===== config.mk =====
export PLATFORM = sky130hd
export DESIGN_NAME = z80_bus_trace
export DESIGN_NICKNAME = d
export VERILOG_FILES = /design/src/rtl/z80_bus_trace.sv
export SDC_FILE = /design/constraint.sdc
export NUM_CORES = 1
export LEC_CHECK = 0
export CAP_MARGIN = 25
export CORE_ASPECT_RATIO = 2
export CORE_MARGIN = 4
export CORE_UTILIZATION = 45
export DETAILED_ROUTE_END_ITERATION = 7
export GPL_ROUTABILITY_DRIVEN = 0
export HOLD_SLACK_MARGIN = 0.02
export PLACE_DENSITY_LB_ADDON = 0.1
export SLEW_MARGIN = 20
export SYNTH_ARGS = -nofsm -noshare
export SYNTH_HDL_FRONTEND = slang
export SYNTH_SLANG_ARGS = --single-unit

===== constraint.sdc =====
create_clock -name eclk -period 7.45 [get_ports eclk]
set_input_delay 0.745 -clock eclk [delete_from_list [all_inputs] [get_ports eclk]]
set_output_delay 0.745 -clock eclk [all_outputs]
set_load 0.005 [all_outputs]

===== src/rtl/z80_bus_trace.sv =====
// Z80 bus-activity capture: decodes strobe edges into fixed-format records
// and buffers them in a first-word-fall-through FIFO with a drop counter.
module z80_bus_trace #(
   parameter int DEPTH = 16
) (
   input  logic                     eclk,
   input  logic                     _ereset,
   input  logic                     clk,
   input  logic [15:0]              ab,
   input  logic [7:0]               db_i,
   input  logic [7:0]               db_o,
   input  logic                     _rd,
   input  logic                     _wr,
   input  logic                     _mreq,
   input  logic                     _iorq,
   input  logic                     _m1,
   input  logic                     _reset,
   input  logic                     _halt,
   input  logic                     enable,
   output logic                     out_valid,
   input  logic                     out_ready,
   output logic [2:0]               out_type,
   output logic [15:0]              out_addr,
   output logic [7:0]               out_data,
   output logic [$clog2(DEPTH):0]   level,
   output logic [7:0]               drop_cnt,
   output logic                     halted
);

   localparam int AW = $clog2(DEPTH);
   localparam logic [AW:0] FULL_LVL = (AW+1)'(DEPTH);

   localparam logic [2:0] T_FETCH = 3'd0;
   localparam logic [2:0] T_MRD   = 3'd1;
   localparam logic [2:0] T_IORD  = 3'd2;
   localparam logic [2:0] T_MWR   = 3'd3;
   localparam logic [2:0] T_IOWR  = 3'd4;
   localparam logic [2:0] T_RSTA  = 3'd5;
   localparam logic [2:0] T_RSTR  = 3'd6;
   localparam logic [2:0] T_HALT  = 3'd7;

   logic          clk_q;
   logic          rd_l_q, wr_l_q, reset_l_q, halt_l_q;
   logic [AW-1:0] wr_ptr_q, rd_ptr_q;
   logic [AW:0]   level_q, level_d;
   logic [7:0]    drop_q, drop_d;
   logic          halted_q;
   logic [26:0]   mem_q [DEPTH];

   logic          z_edge;
   logic          halt_ev, rsta_ev, rstr_ev, rd_ev, wr_ev;
   logic [2:0]    n_ev, lost;
   logic [2:0]    rec_type;
   logic [7:0]    rec_data;
   logic          push_req, accept, pop;
   logic [8:0]    drop_sum;
   logic [26:0]   head;

   // Edge/event decode; everything is gated to the single eclk cycle of a Z80 rising edge.
   always_comb begin
      z_edge  = clk & ~clk_q;
      halt_ev = z_edge & enable & halt_l_q & ~_halt;
      rsta_ev = z_edge & enable & reset_l_q & ~_reset;
      rstr_ev = z_edge & enable & ~reset_l_q & _reset;
      rd_ev   = z_edge & enable & rd_l_q & ~_rd & (~_mreq | ~_iorq);
      wr_ev   = z_edge & enable & wr_l_q & ~_wr & (~_mreq | ~_iorq);

      rec_type = T_FETCH;
      rec_data = 8'h00;
      if (halt_ev) begin
         rec_type = T_HALT;
      end else if (rsta_ev) begin
         rec_type = T_RSTA;
      end else if (rstr_ev) begin
         rec_type = T_RSTR;
      end else if (rd_ev) begin
         rec_data = db_i;
         if (!_mreq) rec_type = _m1 ? T_MRD : T_FETCH;
         else        rec_type = T_IORD;
      end else if (wr_ev) begin
         rec_data = db_o;
         rec_type = !_mreq ? T_MWR : T_IOWR;
      end

      n_ev = {2'b00, halt_ev} + {2'b00, rsta_ev | rstr_ev} + {2'b00, rd_ev} + {2'b00, wr_ev};
   end

   // FIFO control and drop accounting.
   always_comb begin
      pop      = out_valid & out_ready;
      push_req = (n_ev != 3'd0);
      accept   = push_req & ((level_q != FULL_LVL) | pop);
      lost     = n_ev - {2'b00, accept};

      drop_sum = {1'b0, drop_q} + {6'b000000, lost};
      drop_d   = drop_sum[8] ? 8'hff : drop_sum[7:0];

      level_d = level_q;
      case ({accept, pop})
         2'b10:   level_d = level_q + 1'b1;
         2'b01:   level_d = level_q - 1'b1;
         default: level_d = level_q;
      endcase
   end

   always_ff @(posedge eclk or negedge _ereset) begin
      if (!_ereset) begin
         clk_q     <= 1'b0;
         rd_l_q    <= 1'b1;
         wr_l_q    <= 1'b1;
         reset_l_q <= 1'b1;
         halt_l_q  <= 1'b1;
         wr_ptr_q  <= '0;
         rd_ptr_q  <= '0;
         level_q   <= '0;
         drop_q    <= 8'h00;
         halted_q  <= 1'b0;
      end else begin
         clk_q <= clk;
         if (z_edge) begin
            rd_l_q    <= _rd;
            wr_l_q    <= _wr;
            reset_l_q <= _reset;
            halt_l_q  <= _halt;
         end
         if (accept) wr_ptr_q <= wr_ptr_q + 1'b1;
         if (pop)    rd_ptr_q <= rd_ptr_q + 1'b1;
         level_q <= level_d;
         drop_q  <= drop_d;
         if (accept && (rec_type == T_HALT)) halted_q <= 1'b1;
      end
   end

   // Storage carries no reset; out_* are masked while empty.
   always_ff @(posedge eclk) begin
      if (accept) mem_q[wr_ptr_q] <= {rec_type, ab, rec_data};
   end

   assign head      = mem_q[rd_ptr_q];
   assign out_valid = (level_q != '0);
   assign out_type  = out_valid ? head[26:24] : 3'd0;
   assign out_addr  = out_valid ? head[23:8]  : 16'h0000;
   assign out_data  = out_valid ? head[7:0]   : 8'h00;
   assign level     = level_q;
   assign drop_cnt  = drop_q;
   assign halted    = halted_q;

endmodule


==> reports/summary.md <==
The worst ir drop on vdd was 0.2207 mV. After layout, the minimum clock period comes to 5.110 ns. The tools report the final global-route overflow total as 0.

The netlist uses 44 different library cells. The floorplan step defined a die boundary enclosing 44040 sq um. The clock passes through at most 3 buffers. The synthesized netlist occupies a cell area of 18250 sq um. The initialized floorplan defines 104 standard-cell rows. Setup repair after global routing left no endpoint under its margin.

The number of input and output port buffers inserted was 85. Setup violations remaining at the end of the flow were counted as 0. The tools report the clock group share of total power as 0.278. Averaged over all synthesized cells, the footprint is 21.30 sq um. OpenSTA, run right after detailed placement, puts the worst setup slack at 1.783 ns. The most common cell in the synthesized netlist is edfxtp_1.

The count of nets left with antenna violations after detail routing is 0. The power share of the sequential group came out at 0.436. The flow ran to the end, and the final reports show no timing, DRC or antenna violations.

The tools report the buffer type at the clock tree root as clkbuf_16. The net count after synthesis was 920; the share of flip-flops with an asynchronous set or reset after synthesis was 0.05882. After detailed routing, the average wire length per cell comes to 24.83 um. Yosys printed 0 warnings. At the worst endpoint, the arrival time is 5.53 ns. The tools report the total DRC errors in the routed layout as 0. The combinational group share of total power was 0.286. The final period utilization was 0.6859; the cell depth of the worst min-delay path was 1.

The sequential share of the synthesized area is 0.7480. Internal power comes to 5224 uW. The analysis attributes to cell leakage a power of 0.006896 uW. The number of instances in the placed design was 1451. On the critical path, the stage with the largest delay is an instance of a31oi_1. The first global-routing pass estimated 58.10 mm of wire.

The run gives 0.5250 as the post-route core utilization. For the worst setup path, the data required time is 7.87 ns. For this run, the detailed router's first-pass iteration total came to 4. In the routed layout, each cell is associated on average with a via count of 5.548.

The clock transition at the registers of the reported paths was 0.07 ns. The count of mapped cells out of synthesis was 857. Compared with the post-synthesis result, the final layout area differs by 15.66%.

Kind of cell adding the most delay to the critical path: adder cells. By count the netlist is led by edfxtp_1 (432), mux4_2 (108), mux2i_1 (57). Summed over all nets, the switching power comes to 2061 uW. The clock latency on the worst-skew pair was 0.54 ns. Dividing total power by cell area gives a power density of 345.1 nW/um^2. The global routing usage on met1 was 0.2179; the slew at the pin closest to its max-slew limit was 1.001 ns. For the worst flop-to-flop path, the logic depth is 19. The switching fraction of total power is 0.2829. On the final layout, the worst clock skew is 0.01149 ns. The tightest min-delay check is of the reg2reg type.

Sum of buffers and inverters on the critical path: 4. For the number of global-route vias before repair, the log shows 9312. Quantity of gates resized following cts: 0. Layer with the highest usage after global routing: met2. Starting utilization of the core area: 0.4539. The predominant post-synthesis flop cell was edfxtp_1. Sorting the synthesized cells by area gives the leading types as edfxtp_1 (71%), mux4_2 (13%), dfrtp_1 (3.2%), mux2i_1 (3.1%), ha_1 (1.2%). In this run the standard cell core region covers 40210 sq um. The logs give 65 for the largest net degree at the start of global routing and 7285 uW for the post-route total power. The final layout contains routed wiring with a total length of 37.90 mm. Met2 global-route usage: 0.3281. The synthesized design contains 459 register bits.

The fraction of layout instances using a drive strength above 1 was 0.2201. The non-filler instance count after layout is 1526. STA classifies the critical path endpoint as a flop. The share of the synthesized area in the top cell type is 0.7107. The worst path meets setup with 2.340 ns of slack. The tools report the maximum clock frequency as 195.7 MHz. Clock tree synthesis found a total of 459 sinks. The tool flagged a number of max-cap violations equal to 0. The number of cells on the critical path works out to 20. The kind of start point of the critical path was an input port. In this run the worst path has a maximum fanout of 12. The number of hold-slack violations in the final timing report came out at 0. During I/O placement, the number of pins put on the boundary was 86. TritonCTS built the clock tree. The most repeated library cell on the critical path is ha_1.

Buffers added to address setup during post-CTS repair amount to 0. The floorplan step set the die height to 292.8 um. Traced cell by cell, the critical path runs through clkdlybuf4s50_1, nand3b_2, a211oi_1, buf_4, nor3_1, a21o_1, ha_1, ha_1, ha_1, nor3_1, a31oi_1, ha_1, inv_1, ha_1, inv_1, fa_1, nor2b_1, o2111a_1, nand2_1, mux2_2. In the final design database the tool counted 1028 nets. After clock tree synthesis, the flow added hold-fix buffers numbering 0.

Once detailed placement completed, the half-perimeter wirelength came to 22.04 mm. The worst slew margin relative to its limit was 0.3324. The clock buffer count from CTS is 40, and the total count of max-transition violations in the final report is 0.

The critical path is of the in2reg type. The largest stage delay on the critical path was 0.68 ns. The run gives 8466 as the total via count in the routed design. The global-route usage over all layers is 0.1787. For the final routed database, the setup TNS stands at 0 ns.

The run gives 524 as the number of DRC violations after detailed-routing iteration 0. The initial antenna violation count is 1. The number of flops mapped to enable cells by yosys came out at 432. The floorplan step set the die width to 150.4 um. The cell accounting for the most synthesized area is edfxtp_1. The run gives 0.02337 as the fraction of met3 tracks used by global routing. The run gives 2 as the total number of H-tree levels.
-- worst register-to-register path, cell delays in order (launching register included) --
cell and delay, ns:
dfrtp_1 0.37, nand3b_2 0.35, a211oi_1 0.28, buf_4 0.23, nor3_1 0.07, a21o_1 0.16, ha_1 0.28, ha_1 0.19
ha_1 0.29, nor3_1 0.05, a31oi_1 0.68, ha_1 0.37, inv_1 0.06, ha_1 0.15, inv_1 0.06, fa_1 0.40
nor2b_1 0.24, o2111a_1 0.25, nand2_1 0.06, mux2_2 0.25
-- logic make-up (layout without fill, tap and decap cells) --
group / count (synthesis) / count (layout) / share of synthesized area
other: 0 / 1 / 0
AND/OR/NAND/NOR: 74 / 74 / 0.02139
flip-flops: 459 / 459 / 0.7480
buffers and inverters: 56 / 194 / 0.01741
XOR/XNOR: 14 / 14 / 0.006718
multiplexers: 171 / 171 / 0.1682
AO/OA/AOI/OAI: 64 / 64 / 0.02440
adder cells (fa/ha/maj): 19 / 19 / 0.01385
-- through the flow --
step	area (sq um)	hold slack [ns]
2_1_floorplan	18250	0.4494
3_3_place_gp	19680	0.4942
3_5_place_dp	19830	0.5054
4_1_cts	21090	0.5150
5_1_grt	21110	0.5579
6_report	21110	0.5177
-- cell usage in the layout (no fill, tap or decap), drive strengths merged, types with 20 or more instances in the layout --
cell / instances
clkdlybuf4s50: 85
dfrtp: 23
edfxtp: 432
mux4: 108
inv: 20
clkbuf: 45
buf: 20
mux2i: 57
o22ai: 27
-- cell type report --
type | instances | area [sq um]
fillers | 3157 | 19100
flip-flops and latches | 459 | 13660
multi-input cells | 342 | 4349
repair buffers | 105 | 1106
clock buffers | 45 | 1041
well taps | 530 | 663.1
clock inverters | 27 | 220.2
inverters | 17 | 63.81
diodes | 1 | 2.502
-- state kept, by name, summed over array words and instances (netlist names) --
register,count
reset_l_q,1
level,5
drop_cnt,8
halt_l_q,1
mem_q,432
wr_ptr_q,4
halted,1
clk_q,1
rd_l_q,1
wr_l_q,1
rd_ptr_q,4
-- metal layers --
layer | share of wire | vias to the layer above
li1 | - | 3769
met1 | 0.38 | 4461
met5 | 0 | -
met4 | 0.024 | 0
met2 | 0.56 | 182
met3 | 0.037 | 54
-- final timing paths --
path,endpoint,start,slack (ns)
worst max-delay path,drop_cnt[6],clk,2.34
worst min-delay path,rd_ptr_q[2],rd_ptr_q[2],0.52
worst max register to register,drop_cnt[6],clk_q,2.56
worst min register to register,rd_ptr_q[2],rd_ptr_q[2],0.52
max in group asynchronous,reset_l_q,_ereset,6.52
min in group asynchronous,level[2],_ereset,0.59
-- power by group through the flow --
stage	Clock [uW]	Combinational [uW]	Sequential [uW]
after floorplan	0	1500	3060
after global placement	0	2130	3240
after detailed placement	0	2140	3240
after CTS	2080	2150	3190
after global routing	2180	2280	3210
final	2020	2080	3180
No activity file was read; power rests on OpenSTA's default activity.
